<file path="config.mk">
export PLATFORM = sky130hd
export DESIGN_NAME = bus_reg_slice_flat
export DESIGN_NICKNAME = d
export VERILOG_FILES = /design/src/rtl/bus_reg_slice_pkg.sv /design/src/rtl/bus_reg_slice_if.sv /design/src/rtl/bus_reg_slice_skid_buffer.sv /design/src/rtl/bus_reg_slice.sv /design/src/flat_wrapper.sv
export SDC_FILE = /design/constraint.sdc
export NUM_CORES = 1
export LEC_CHECK = 0
export ABC_AREA = 0
export BUFFER_PORTS_ARGS = -buffer_cell sky130_fd_sc_hd__buf_4
export CAP_MARGIN = 0
export CORE_MARGIN = 10
export CORE_UTILIZATION = 29
export DETAILED_ROUTE_END_ITERATION = 12
export RECOVER_POWER = 100
export SLEW_MARGIN = 20
export SYNTH_ARGS = -nofsm -noshare
export SYNTH_HDL_FRONTEND = slang
export SYNTH_SLANG_ARGS = --single-unit
</file>
<file path="constraint.sdc">
create_clock -name clk -period 2 [get_ports clk]
set_clock_uncertainty 0.05 [all_clocks]
set_input_delay 0.1 -clock clk [delete_from_list [all_inputs] [get_ports clk]]
set_output_delay 0.1 -clock clk [all_outputs]
set_load 0.01 [all_outputs]
</file>
<file path="src/rtl/bus_reg_slice_pkg.sv">
// Shared bus encodings and beat structures for the registered bus slice.
package bus_reg_slice_pkg;

  localparam int unsigned BUS_ADDR_W = 32;
  localparam int unsigned BUS_DATA_W = 32;
  localparam int unsigned BUS_BE_W   = BUS_DATA_W / 8;

  typedef enum logic [2:0] {
    MCMD_IDLE = 3'd0,
    MCMD_WR   = 3'd1,
    MCMD_RD   = 3'd2
  } mcmd_e;

  typedef enum logic [1:0] {
    SRESP_NULL = 2'd0,
    SRESP_DVA  = 2'd1
  } sresp_e;

  typedef struct packed {
    mcmd_e                 cmd;
    logic [BUS_ADDR_W-1:0] addr;
    logic [BUS_DATA_W-1:0] data;
    logic [BUS_BE_W-1:0]   byteen;
  } Bus_cmd_t;

  typedef struct packed {
    sresp_e                resp;
    logic [BUS_DATA_W-1:0] data;
  } Bus_resp_t;

  typedef enum logic [1:0] {
    SKID_EMPTY,
    SKID_ONE,
    SKID_FULL
  } skid_state_e;

endpackage

</file>
<file path="src/rtl/bus_reg_slice_if.sv">
// Point-to-point bus: command channel (master->slave), response channel back.
interface Bus_if
  import bus_reg_slice_pkg::*;
#(
  parameter int unsigned ADDR_WIDTH = BUS_ADDR_W,
  parameter int unsigned DATA_WIDTH = BUS_DATA_W
) ();

  mcmd_e                     MCmd;
  logic [ADDR_WIDTH-1:0]     MAddr;
  logic [DATA_WIDTH-1:0]     MData;
  logic [DATA_WIDTH/8-1:0]   MByteEn;
  logic                      SCmdAccept;
  sresp_e                    SResp;
  logic [DATA_WIDTH-1:0]     SData;
  logic                      MRespAccept;
  logic                      MReset_n;

  modport master (
    output MCmd, MAddr, MData, MByteEn, MRespAccept, MReset_n,
    input  SCmdAccept, SResp, SData
  );

  modport slave (
    input  MCmd, MAddr, MData, MByteEn, MRespAccept, MReset_n,
    output SCmdAccept, SResp, SData
  );

endinterface

</file>
<file path="src/rtl/bus_reg_slice_skid_buffer.sv">
// Two-entry skid buffer: ready comes from the state flop only, data from the main reg.
module skid_buffer
  import bus_reg_slice_pkg::*;
#(
  parameter int unsigned WIDTH = 8
) (
  input  logic             clk,
  input  logic             reset_n,
  input  logic             flush,
  input  logic             in_valid,
  output logic             in_ready,
  input  logic [WIDTH-1:0] in_data,
  output logic             out_valid,
  input  logic             out_ready,
  output logic [WIDTH-1:0] out_data
);

  skid_state_e      state, state_next;
  logic [WIDTH-1:0] main_q, main_next;
  logic [WIDTH-1:0] skid_q, skid_next;
  logic             push, pop;

  assign in_ready  = (state != SKID_FULL);
  assign out_valid = (state != SKID_EMPTY);
  assign out_data  = main_q;
  assign push      = in_valid & in_ready;
  assign pop       = out_valid & out_ready;

  always_ff @(posedge clk) begin
    if (!reset_n || flush) begin
      state  <= SKID_EMPTY;
      main_q <= '0;
      skid_q <= '0;
    end else begin
      state  <= state_next;
      main_q <= main_next;
      skid_q <= skid_next;
    end
  end

  // Main is zeroed on draining so idle outputs read as all-zero payload.
  always_comb begin
    state_next = state;
    main_next  = main_q;
    skid_next  = skid_q;
    unique case (state)
      SKID_EMPTY: begin
        if (push) begin
          main_next  = in_data;
          state_next = SKID_ONE;
        end
      end
      SKID_ONE: begin
        if (push && pop) begin
          main_next = in_data;
        end else if (push) begin
          skid_next  = in_data;
          state_next = SKID_FULL;
        end else if (pop) begin
          main_next  = '0;
          state_next = SKID_EMPTY;
        end
      end
      SKID_FULL: begin
        if (pop) begin
          main_next  = skid_q;
          skid_next  = '0;
          state_next = SKID_ONE;
        end
      end
      default: begin
        state_next = SKID_EMPTY;
        main_next  = '0;
        skid_next  = '0;
      end
    endcase
  end

endmodule

</file>
<file path="src/rtl/bus_reg_slice.sv">
// Fully registered bus pipeline stage: one skid buffer per channel, no comb path through.
module bus_reg_slice
  import bus_reg_slice_pkg::*;
#(
  parameter int unsigned ADDR_WIDTH = BUS_ADDR_W,
  parameter int unsigned DATA_WIDTH = BUS_DATA_W
) (
  input  logic  clk,
  input  logic  reset_n,
  Bus_if.slave  in,
  Bus_if.master out
);

  Bus_cmd_t  cmd_push, cmd_main;
  Bus_resp_t resp_push, resp_main;
  logic      cmd_valid, cmd_ready, cmd_out_valid;
  logic      resp_valid, resp_ready, resp_out_valid;
  logic      flush;
  logic      mreset_q;

  logic [ADDR_WIDTH-1:0]   addr_out;
  logic [DATA_WIDTH-1:0]   data_out;
  logic [DATA_WIDTH/8-1:0] byteen_out;
  logic [DATA_WIDTH-1:0]   rdata_out;

  // Bus reset from the master clears both channels exactly like reset_n.
  assign flush = ~in.MReset_n;

  always_comb begin
    cmd_push.cmd    = in.MCmd;
    cmd_push.addr   = in.MAddr;
    cmd_push.data   = in.MData;
    cmd_push.byteen = in.MByteEn;
    resp_push.resp  = out.SResp;
    resp_push.data  = out.SData;
  end

  assign cmd_valid  = (in.MCmd != MCMD_IDLE);
  assign resp_valid = (out.SResp != SRESP_NULL);

  skid_buffer #(.WIDTH($bits(Bus_cmd_t))) u_cmd_skid (
    .clk       (clk),
    .reset_n   (reset_n),
    .flush     (flush),
    .in_valid  (cmd_valid),
    .in_ready  (cmd_ready),
    .in_data   (cmd_push),
    .out_valid (cmd_out_valid),
    .out_ready (out.SCmdAccept),
    .out_data  (cmd_main)
  );

  skid_buffer #(.WIDTH($bits(Bus_resp_t))) u_resp_skid (
    .clk       (clk),
    .reset_n   (reset_n),
    .flush     (flush),
    .in_valid  (resp_valid),
    .in_ready  (resp_ready),
    .in_data   (resp_push),
    .out_valid (resp_out_valid),
    .out_ready (in.MRespAccept),
    .out_data  (resp_main)
  );

  assign addr_out   = cmd_main.addr;
  assign data_out   = cmd_main.data;
  assign byteen_out = cmd_main.byteen;
  assign rdata_out  = resp_main.data;

  always_comb begin
    in.SCmdAccept   = cmd_ready;
    out.MCmd        = cmd_out_valid ? cmd_main.cmd : MCMD_IDLE;
    out.MAddr       = addr_out;
    out.MData       = data_out;
    out.MByteEn     = byteen_out;
    out.MRespAccept = resp_ready;
    in.SResp        = resp_out_valid ? resp_main.resp : SRESP_NULL;
    in.SData        = rdata_out;
    out.MReset_n    = mreset_q;
  end

  always_ff @(posedge clk) begin
    mreset_q <= reset_n & in.MReset_n;
  end

endmodule

</file>
<file path="src/flat_wrapper.sv">
// flat-port wrapper written by rule: the top's interface ports become plain ports
module bus_reg_slice_flat import bus_reg_slice_pkg::*;
#(
  parameter int unsigned ADDR_WIDTH = BUS_ADDR_W,
  parameter int unsigned DATA_WIDTH = BUS_DATA_W
)
  (clk, reset_n, in_MCmd, in_MAddr, in_MData, in_MByteEn, in_MRespAccept, in_MReset_n, in_SCmdAccept, in_SResp, in_SData, out_MCmd, out_MAddr, out_MData, out_MByteEn, out_MRespAccept, out_MReset_n, out_SCmdAccept, out_SResp, out_SData);
  Bus_if #(.ADDR_WIDTH(ADDR_WIDTH), .DATA_WIDTH(DATA_WIDTH)) in_i ();
  Bus_if #(.ADDR_WIDTH(ADDR_WIDTH), .DATA_WIDTH(DATA_WIDTH)) out_i ();
  input  logic clk;
  input  logic reset_n;
  input wire logic [$bits(in_i.MCmd)-1:0] in_MCmd;
  input wire logic [$bits(in_i.MAddr)-1:0] in_MAddr;
  input wire logic [$bits(in_i.MData)-1:0] in_MData;
  input wire logic [$bits(in_i.MByteEn)-1:0] in_MByteEn;
  input wire logic [$bits(in_i.MRespAccept)-1:0] in_MRespAccept;
  input wire logic [$bits(in_i.MReset_n)-1:0] in_MReset_n;
  output wire logic [$bits(in_i.SCmdAccept)-1:0] in_SCmdAccept;
  output wire logic [$bits(in_i.SResp)-1:0] in_SResp;
  output wire logic [$bits(in_i.SData)-1:0] in_SData;
  output wire logic [$bits(out_i.MCmd)-1:0] out_MCmd;
  output wire logic [$bits(out_i.MAddr)-1:0] out_MAddr;
  output wire logic [$bits(out_i.MData)-1:0] out_MData;
  output wire logic [$bits(out_i.MByteEn)-1:0] out_MByteEn;
  output wire logic [$bits(out_i.MRespAccept)-1:0] out_MRespAccept;
  output wire logic [$bits(out_i.MReset_n)-1:0] out_MReset_n;
  input wire logic [$bits(out_i.SCmdAccept)-1:0] out_SCmdAccept;
  input wire logic [$bits(out_i.SResp)-1:0] out_SResp;
  input wire logic [$bits(out_i.SData)-1:0] out_SData;
  assign in_i.MCmd = in_MCmd;
  assign in_i.MAddr = in_MAddr;
  assign in_i.MData = in_MData;
  assign in_i.MByteEn = in_MByteEn;
  assign in_i.MRespAccept = in_MRespAccept;
  assign in_i.MReset_n = in_MReset_n;
  assign in_SCmdAccept = in_i.SCmdAccept;
  assign in_SResp = in_i.SResp;
  assign in_SData = in_i.SData;
  assign out_MCmd = out_i.MCmd;
  assign out_MAddr = out_i.MAddr;
  assign out_MData = out_i.MData;
  assign out_MByteEn = out_i.MByteEn;
  assign out_MRespAccept = out_i.MRespAccept;
  assign out_MReset_n = out_i.MReset_n;
  assign out_i.SCmdAccept = out_SCmdAccept;
  assign out_i.SResp = out_SResp;
  assign out_i.SData = out_SData;
  bus_reg_slice #(.ADDR_WIDTH(ADDR_WIDTH), .DATA_WIDTH(DATA_WIDTH)) u_core (.clk(clk), .reset_n(reset_n), .in(in_i), .out(out_i));
endmodule
</file>
==> flow_summary.ini, run 1 <==
[run_status]
status = finished clean

[timing]
timing.final.crit_period_ns = 1.864
hold_viol_final = 0
drv_slew = 0
min_period_over_period = 0.9320
worstMarginPinSlew_ns = 1.023
finalSetupTns_ns = 0
rsz0062_at_grt = false
setup_violations = 0
relSlewSlack = 0.3141
fmax_mhz = 536.5

[global_route]
grt_pass1_wl_mm = 47.20
grt_max_degree = 87
grt_usage = 0.1365
antenna_found_initial = 2
globalRouteOverflowTotal = 0
grt_pass1_vias = 8547

[detailed_routing]
drtPass1Iterations = 7
drc = 0
drt-total-wl_mm = 30.12
dr.first_iter.drc_count = 675
routedWlPerCell_um = 17.34
drtAntennaViolNets = 0
routed_via_density = 4.859
dr_total_vias = 8440

[setup_path]
slowest_stage = a222oi_1
crit_required_ns = 2.35
worst_setup_path_start_kind = flop
critical_path.most_common_cell = nor2_1
max_stage_delay_ns = 0.40
crit_path_cell_trace = buf_4, nor2_1, a211o_2, buf_6, a222oi_1, nor2_1
worstPathMaxFanout = 35
critPathCaptureType = flop
critical_path_arrival_ns = 2.22
worstSetupPathType = reg2reg
regToRegSetupSlack_ns = 0.14

[yosys]
synth_ff_type = dfxtp_1
synth.avg_cell_area_sq_um = 9.187
synth.distinct_cells = 34
synth_top_area_frac = 0.4407
ys_seq_elements = 215
yosysWarnings = 0
syn-cell-area_sq_um = 9766
synthMostInstantiatedCell = dfxtp_1
synthCells = 1063
yosys-top-cells-area = dfxtp_1 44%, mux2i_1 14%, buf_4 8.1%, a222oi_1 7.9%, nor2_1 5.7%
synth-edff-count = 0
async_reset_ff_frac = 0
synth_fp_nets = 1173
yosysSeqAreaShare = 0.4407
synth_top_cell_by_area = dfxtp_1
synth_common_cells = 215 x dfxtp_1, 147 x nor2_1, 145 x nand2_1, 132 x mux2i_1, 106 x buf_4

[power_and_ir_drop]
p_leak_nw = 4.842
total_power_mw = 10.75
vdd_ir_drop_max_v = 0.0005576
p_per_area_nw_per_um2 = 842.8

[clock_tree]
cts_max_level = 1
cts_root_buffer = clkbuf_16
cts_tree = yes
clk_pin_slew_ns = 0.06
clkSinkCount = 215
worstSkewPairLatency_ns = 0.53
numCtsBuffers = 26
cts_buffer_depth = 3

[floorplanning]
die_y_um = 203.5
core_area_sq_um = 33360
fp.dieW_um = 203.5
start_util = 0.2927
rows = 67
ios = 218
die-area_sq_um = 41410

[placement]
dp_hpwl_mm = 19.20
io_buffers = 217
placed_area_sq_um = 11180
gp_congestion = 0.7520

[final_layout]
seqCellArea_sq_um = 4309
synthToLayoutAreaGrowth_pct = 30.62
drive_gt1_frac = 0.1576
multiInputGateArea_sq_um = 4177
postLayoutCellArea_sq_um = 12760
fillers = 3404
fin_nets = 1379

[hold_path]
min_path_type = in2reg

[run]
maxCapViolCount = 0
## critical path, delay by kind of cell, from the launching register on
family / cells / cell delay, ns
AO/OA/AOI/OAI: 2 / 0.73
buffers and inverters: 2 / 0.37
flip-flops: 1 / 0.39
AND/OR/NAND/NOR: 2 / 0.17
## through the flow
stage / hold slack, ns / utilization / std cells / setup WS [ns]
floorplan: 0.1921 / - / 1063 / 0.4151
global placement: 0.2775 / 0.3352 / 1577 / 0.05582
detailed placement: 0.2901 / 0.3352 / 1577 / 0.01667
CTS: 0.2970 / 0.3951 / 1735 / 0.003453
global route: 0.3318 / 0.3823 / 1737 / 0.02300
finish: 0.3302 / 0.3823 / 1737 / 0.1360
## layer usage
metal / vias up / routed length [um] / GRT usage
met5: - / 0 / 0
met1: 4058 / 13110 / 0.1701
met2: 287 / 14420 / 0.2318
met3: 40 / 2069 / 0.03237
met4: 0 / 519 / 0.03517
li1: 4055 / - / -
## cells in the final DEF, fill, tap and decap left out, drive strengths merged
cell / Yosys / layout
a22oi: 27 / 27
a211o: 1 / 1
buf: 142 / 142
and2: 33 / 33
clkbuf: 47 / 157
or4: 1 / 1
mux2: 1 / 1
a211oi: 1 / 1
nor3: 5 / 6
o21ai: 2 / 2
o21ba: 1 / 1
a32oi: 1 / 1
nand2: 145 / 145
nand3: 2 / 2
o32ai: 28 / 28
xnor2: 1 / 1
diode: 0 / 1
o22a: 4 / 4
o21a: 3 / 3
nor2b: 7 / 7
nor3b: 2 / 2
dlygate4sd3: 0 / 111
clkinv: 0 / 1
a222oi: 77 / 77
nand2b: 5 / 5
inv: 30 / 30
mux2i: 132 / 132
a21oi: 3 / 3
nor2: 147 / 147
dfxtp: 215 / 215
bufinv: 0 / 2
## flip-flops by register name, indices dropped and copies added (netlist names)
register and flops:
u_core.out.MReset_n 1, u_core.u_cmd_skid.out_data 71, u_core.u_resp_skid.skid_q 34, u_core.u_cmd_skid.skid_q 71
u_core.u_resp_skid.out_data 34, u_core.u_cmd_skid.state 2, u_core.u_resp_skid.state 2
## kinds of logic (layout without fill, tap and decap cells)
logic type,Yosys count,in the layout,synth area share
xor+xnor,1,1,0.0008970
buf+inv,219,443,0.1353
flops,215,215,0.4407
other cells,0,1,0
compound gates,148,148,0.1380
simple gates,347,348,0.1486
mux,133,133,0.1365
## worst paths after layout
kind / cells past startpoint / start / endpoint
worst max-delay path: 6 / u_core.u_cmd_skid.state[1]$_SDFFE_PN0P_ / u_core.u_cmd_skid.out_data[46]$_SDFFE_PN0P_
worst min-delay path: 4 / in_MAddr[8] / u_core.u_cmd_skid.out_data[44]$_SDFFE_PN0P_
worst max register to register: 6 / u_core.u_cmd_skid.state[1]$_SDFFE_PN0P_ / u_core.u_cmd_skid.out_data[46]$_SDFFE_PN0P_
worst min register to register: 2 / u_core.u_cmd_skid.skid_q[5]$_SDFFE_PN0P_ / u_core.u_cmd_skid.skid_q[5]$_SDFFE_PN0P_
## report_power, final
group          switching (mW)  internal (mW)
Sequential             0.0737           4.40
Clock                    1.83           3.02
Combinational           0.740          0.682
## what timing repair did
action / in CTS / in global routing
gates resized for setup: 0 / 5
endpoints found under the hold margin: 208 / 0
hold buffers: 111 / 0
buffers inserted: 0 / 0
endpoints found under the setup margin: 0 / 57
## final cells by class
class | instances | area share
Clock inverter | 3 | 0.005395
Timing Repair Buffer | 366 | 0.2122
Tap cell | 448 | 0.04394
Clock buffer | 44 | 0.06425
Sequential cell | 215 | 0.3378
Multi-Input combinational cell | 630 | 0.3274
Inverter | 30 | 0.008828
Antenna cell | 1 | 0.0001962
(Power assumes the default switching activity.)
==> inputs of run 2 (changes only) <==
- ABC_AREA: 0 -> 1
==> flow_summary.ini, run 2 <==
[run_status]
status = finished clean

[timing]
hold_viol_final = 0
drv_slew = 0
rsz0062_at_grt = false
relSlewSlack = 0.1782
setup_violations = 0
fmax_mhz = 522.0
min_period_over_period = 0.9579
worstMarginPinSlew_ns = 1.233
timing.final.crit_period_ns = 1.916

[detailed_routing]
drt-total-wl_mm = 37.76
routedWlPerCell_um = 15.23
drtAntennaViolNets = 0
routed_via_density = 4.762
dr.first_iter.drc_count = 787
drtPass1Iterations = 7
drc = 0
dr_total_vias = 11810

[final_layout]
postLayoutCoreUtil = 0.3714
drive_gt1_frac = 0.1127
synthToLayoutAreaGrowth_pct = 26.81
mostFrequentLayoutCell = nand2_1
fin_nets = 2049
most-common-layout-cells = 680 x nand2_1, 212 x dfxtp_1, 184 x nor2_1
postLayoutCellArea_sq_um = 14350

[setup_path]
r2r_cells = 8
worstPathMaxFanout = 23
reg2reg_from = u_core.u_cmd_skid.state[0]$_SDFFE_PN0P_
r2r-end = u_core.u_cmd_skid.out_data[23]$_SDFFE_PN0P_
critical_path_arrival_ns = 1.77
critPathCaptureType = output pin
regToRegSetupSlack_ns = 0.15
crit_required_ns = 1.85
worst_setup_path_start_kind = flop
worstSetupPathType = reg2out

[clock_tree]
cts_root_buffer = clkbuf_16
worstSkewPairLatency_ns = 0.54
numCtsBuffers = 28
clkSinkCount = 215
cts_max_level = 1
clk_pin_slew_ns = 0.06
cts_tree = yes
cts_buffer_depth = 3

[global_route]
grt_pass1_wl_mm = 59.17
antenna_found_initial = 2
grt_usage = 0.1485
globalRouteOverflowTotal = 0
grt_max_degree = 140
grt_pass1_vias = 11242

[yosys]
synth_top_cell_by_area = dfxtp_1
synth_ff_type = dfxtp_1
synth_fp_nets = 1886
synth_common_cells = 682 x nand2_1, 215 x dfxtp_1, 184 x nor2_1, 144 x a21oi_1, 138 x nand3_1
yosysSeqAreaShare = 0.3803
synthCells = 1776
synth.distinct_cells = 20
syn-cell-area_sq_um = 11320
synthMostInstantiatedCell = nand2_1
synth.avg_cell_area_sq_um = 6.373
yosysWarnings = 0
ys_seq_elements = 215
yosys-top-cells-area = dfxtp_1 38%, nand2_1 23%, buf_4 6.8%, a21oi_1 6.4%, nand3_1 6.1%
async_reset_ff_frac = 0
synth-edff-count = 0
synth_top_area_frac = 0.3803

[placement]
dp_hpwl_mm = 22.65
gp_congestion = 0.8327
io_buffers = 217
placed_area_sq_um = 12630

[run]
maxCapViolCount = 0

[hold_path]
worstHoldPathCells = 4
min_to = u_core.u_resp_skid.out_data[31]$_SDFFE_PN0P_
min_path_type = in2reg
min_from = in_MReset_n

[power_and_ir_drop]
vdd_ir_drop_max_v = 0.0006379
p_leak_nw = 5.815
p_per_area_nw_per_um2 = 802.1

[floorplanning]
ios = 218
start_util = 0.2929
die_y_um = 217.6
rows = 72
core_area_sq_um = 38650
fp.dieW_um = 217.6
die-area_sq_um = 47330
-- run 2: cell count changes in the layout (fill, tap and decap cells not counted), moves of 26 or more --
cell      before  now
a22oi_1       27    0
a21oi_1        3  144
nand3_1        2  138
and2_1        26    0
o32ai_1       28    0
a222oi_1      77    0
nor2_1       144  184
nand4_1        0  101
nand2_1      144  680
mux2i_1      132    0
-- run 2: worst max-delay path: stages, from the launching register on --
cell and delay, ns:
dfxtp_2 0.42, nor2_2 0.08, clkbuf_4 0.28, nor2_1 0.25, clkbuf_2 0.18
-- run 2: timing repair --
item / 4_1_cts / 5_1_grt
pin swaps: 0 / 1
resized for setup: 5 / 5
hold endpoints to repair: 213 / 0
gates cloned: 1 / 2
endpoints found under the setup margin: 13 / 69
buffers inserted: 0 / 1
hold buffers: 109 / 0
-- run 2: metal layers --
metal | vias up | track usage | share of wire
met3 | 49 | 0.03564 | 0.078
li1 | 5914 | - | -
met1 | 5445 | 0.1852 | 0.44
met4 | 2 | 0.03682 | 0.015
met5 | - | 0 | 0.00024
met2 | 400 | 0.2518 | 0.47
-- run 2: metrics by stage --
| step | hold WS (ns) | power (mW) | cells | setup TNS, ns | setup WS [ns] |
|---|---|---|---|---|---|
| after floorplan | 0.1293 | 5.705 | 1776 | 0 | 0.4825 |
| after global placement | 0.2536 | 6.234 | 2314 | 0 | 0.01535 |
| after detailed placement | 0.2633 | 6.258 | 2314 | -0.006192 | -0.006192 |
| after CTS | 0.07333 | 11.74 | 2476 | 0 | 0.02750 |
| after global routing | 0.1643 | 12.06 | 2480 | 0 | 0.01318 |
| final | 0.09692 | 11.51 | 2480 | 0 | 0.08417 |
-- run 2: where the power goes --
group          internal, mW  switching [mW]  total, mW
combinational         0.692            1.08       1.78
clock                  3.20            2.01       5.21
sequential             4.44          0.0849       4.53
total                  8.33            3.18       11.5
-- run 2: kinds of logic after synthesis --
| logic type | share of synthesized area |
|---|---|
| AND/OR/NAND/NOR | 0.4172 |
| flip-flops | 0.3803 |
| AO/OA/AOI/OAI | 0.06589 |
| buffers and inverters | 0.1366 |
-- run 2: worst max path at each step --
stage,startpoint,to,slack (ns),depth (start not counted)
2_1_floorplan,u_core.u_cmd_skid.state[1]$_SDFFE_PN0P_,u_core.u_cmd_skid.skid_q[57]$_SDFFE_PN0P_,0.48,9
3_3_place_gp,u_core.u_cmd_skid.state[0]$_SDFFE_PN0P_,u_core.u_cmd_skid.out_data[69]$_SDFFE_PN0P_,0.02,7
3_5_place_dp,u_core.u_cmd_skid.state[0]$_SDFFE_PN0P_,u_core.u_cmd_skid.out_data[46]$_SDFFE_PN0P_,-0.006,7
4_1_cts,u_core.u_cmd_skid.state[0]$_SDFFE_PN0P_,out_MCmd[2],0.03,4
5_1_grt,u_core.u_cmd_skid.state[1]$_SDFFE_PN0P_,u_core.u_cmd_skid.skid_q[10]$_SDFFE_PN0P_,0.01,9
6_report,u_core.u_resp_skid.state[0]$_SDFFE_PN0P_,in_SResp[1],0.08,4
-- run 2: cell type report --
class	count	area, sq um
Fill cell	4141	24290
Multi-Input combinational cell	1272	5468
Sequential cell	215	4308
Timing Repair Buffer	362	2738
Clock buffer	42	854.6
Tap cell	518	648.1
Inverter	60	225.2
Clock inverter	10	108.9
Antenna cell	1	2.502
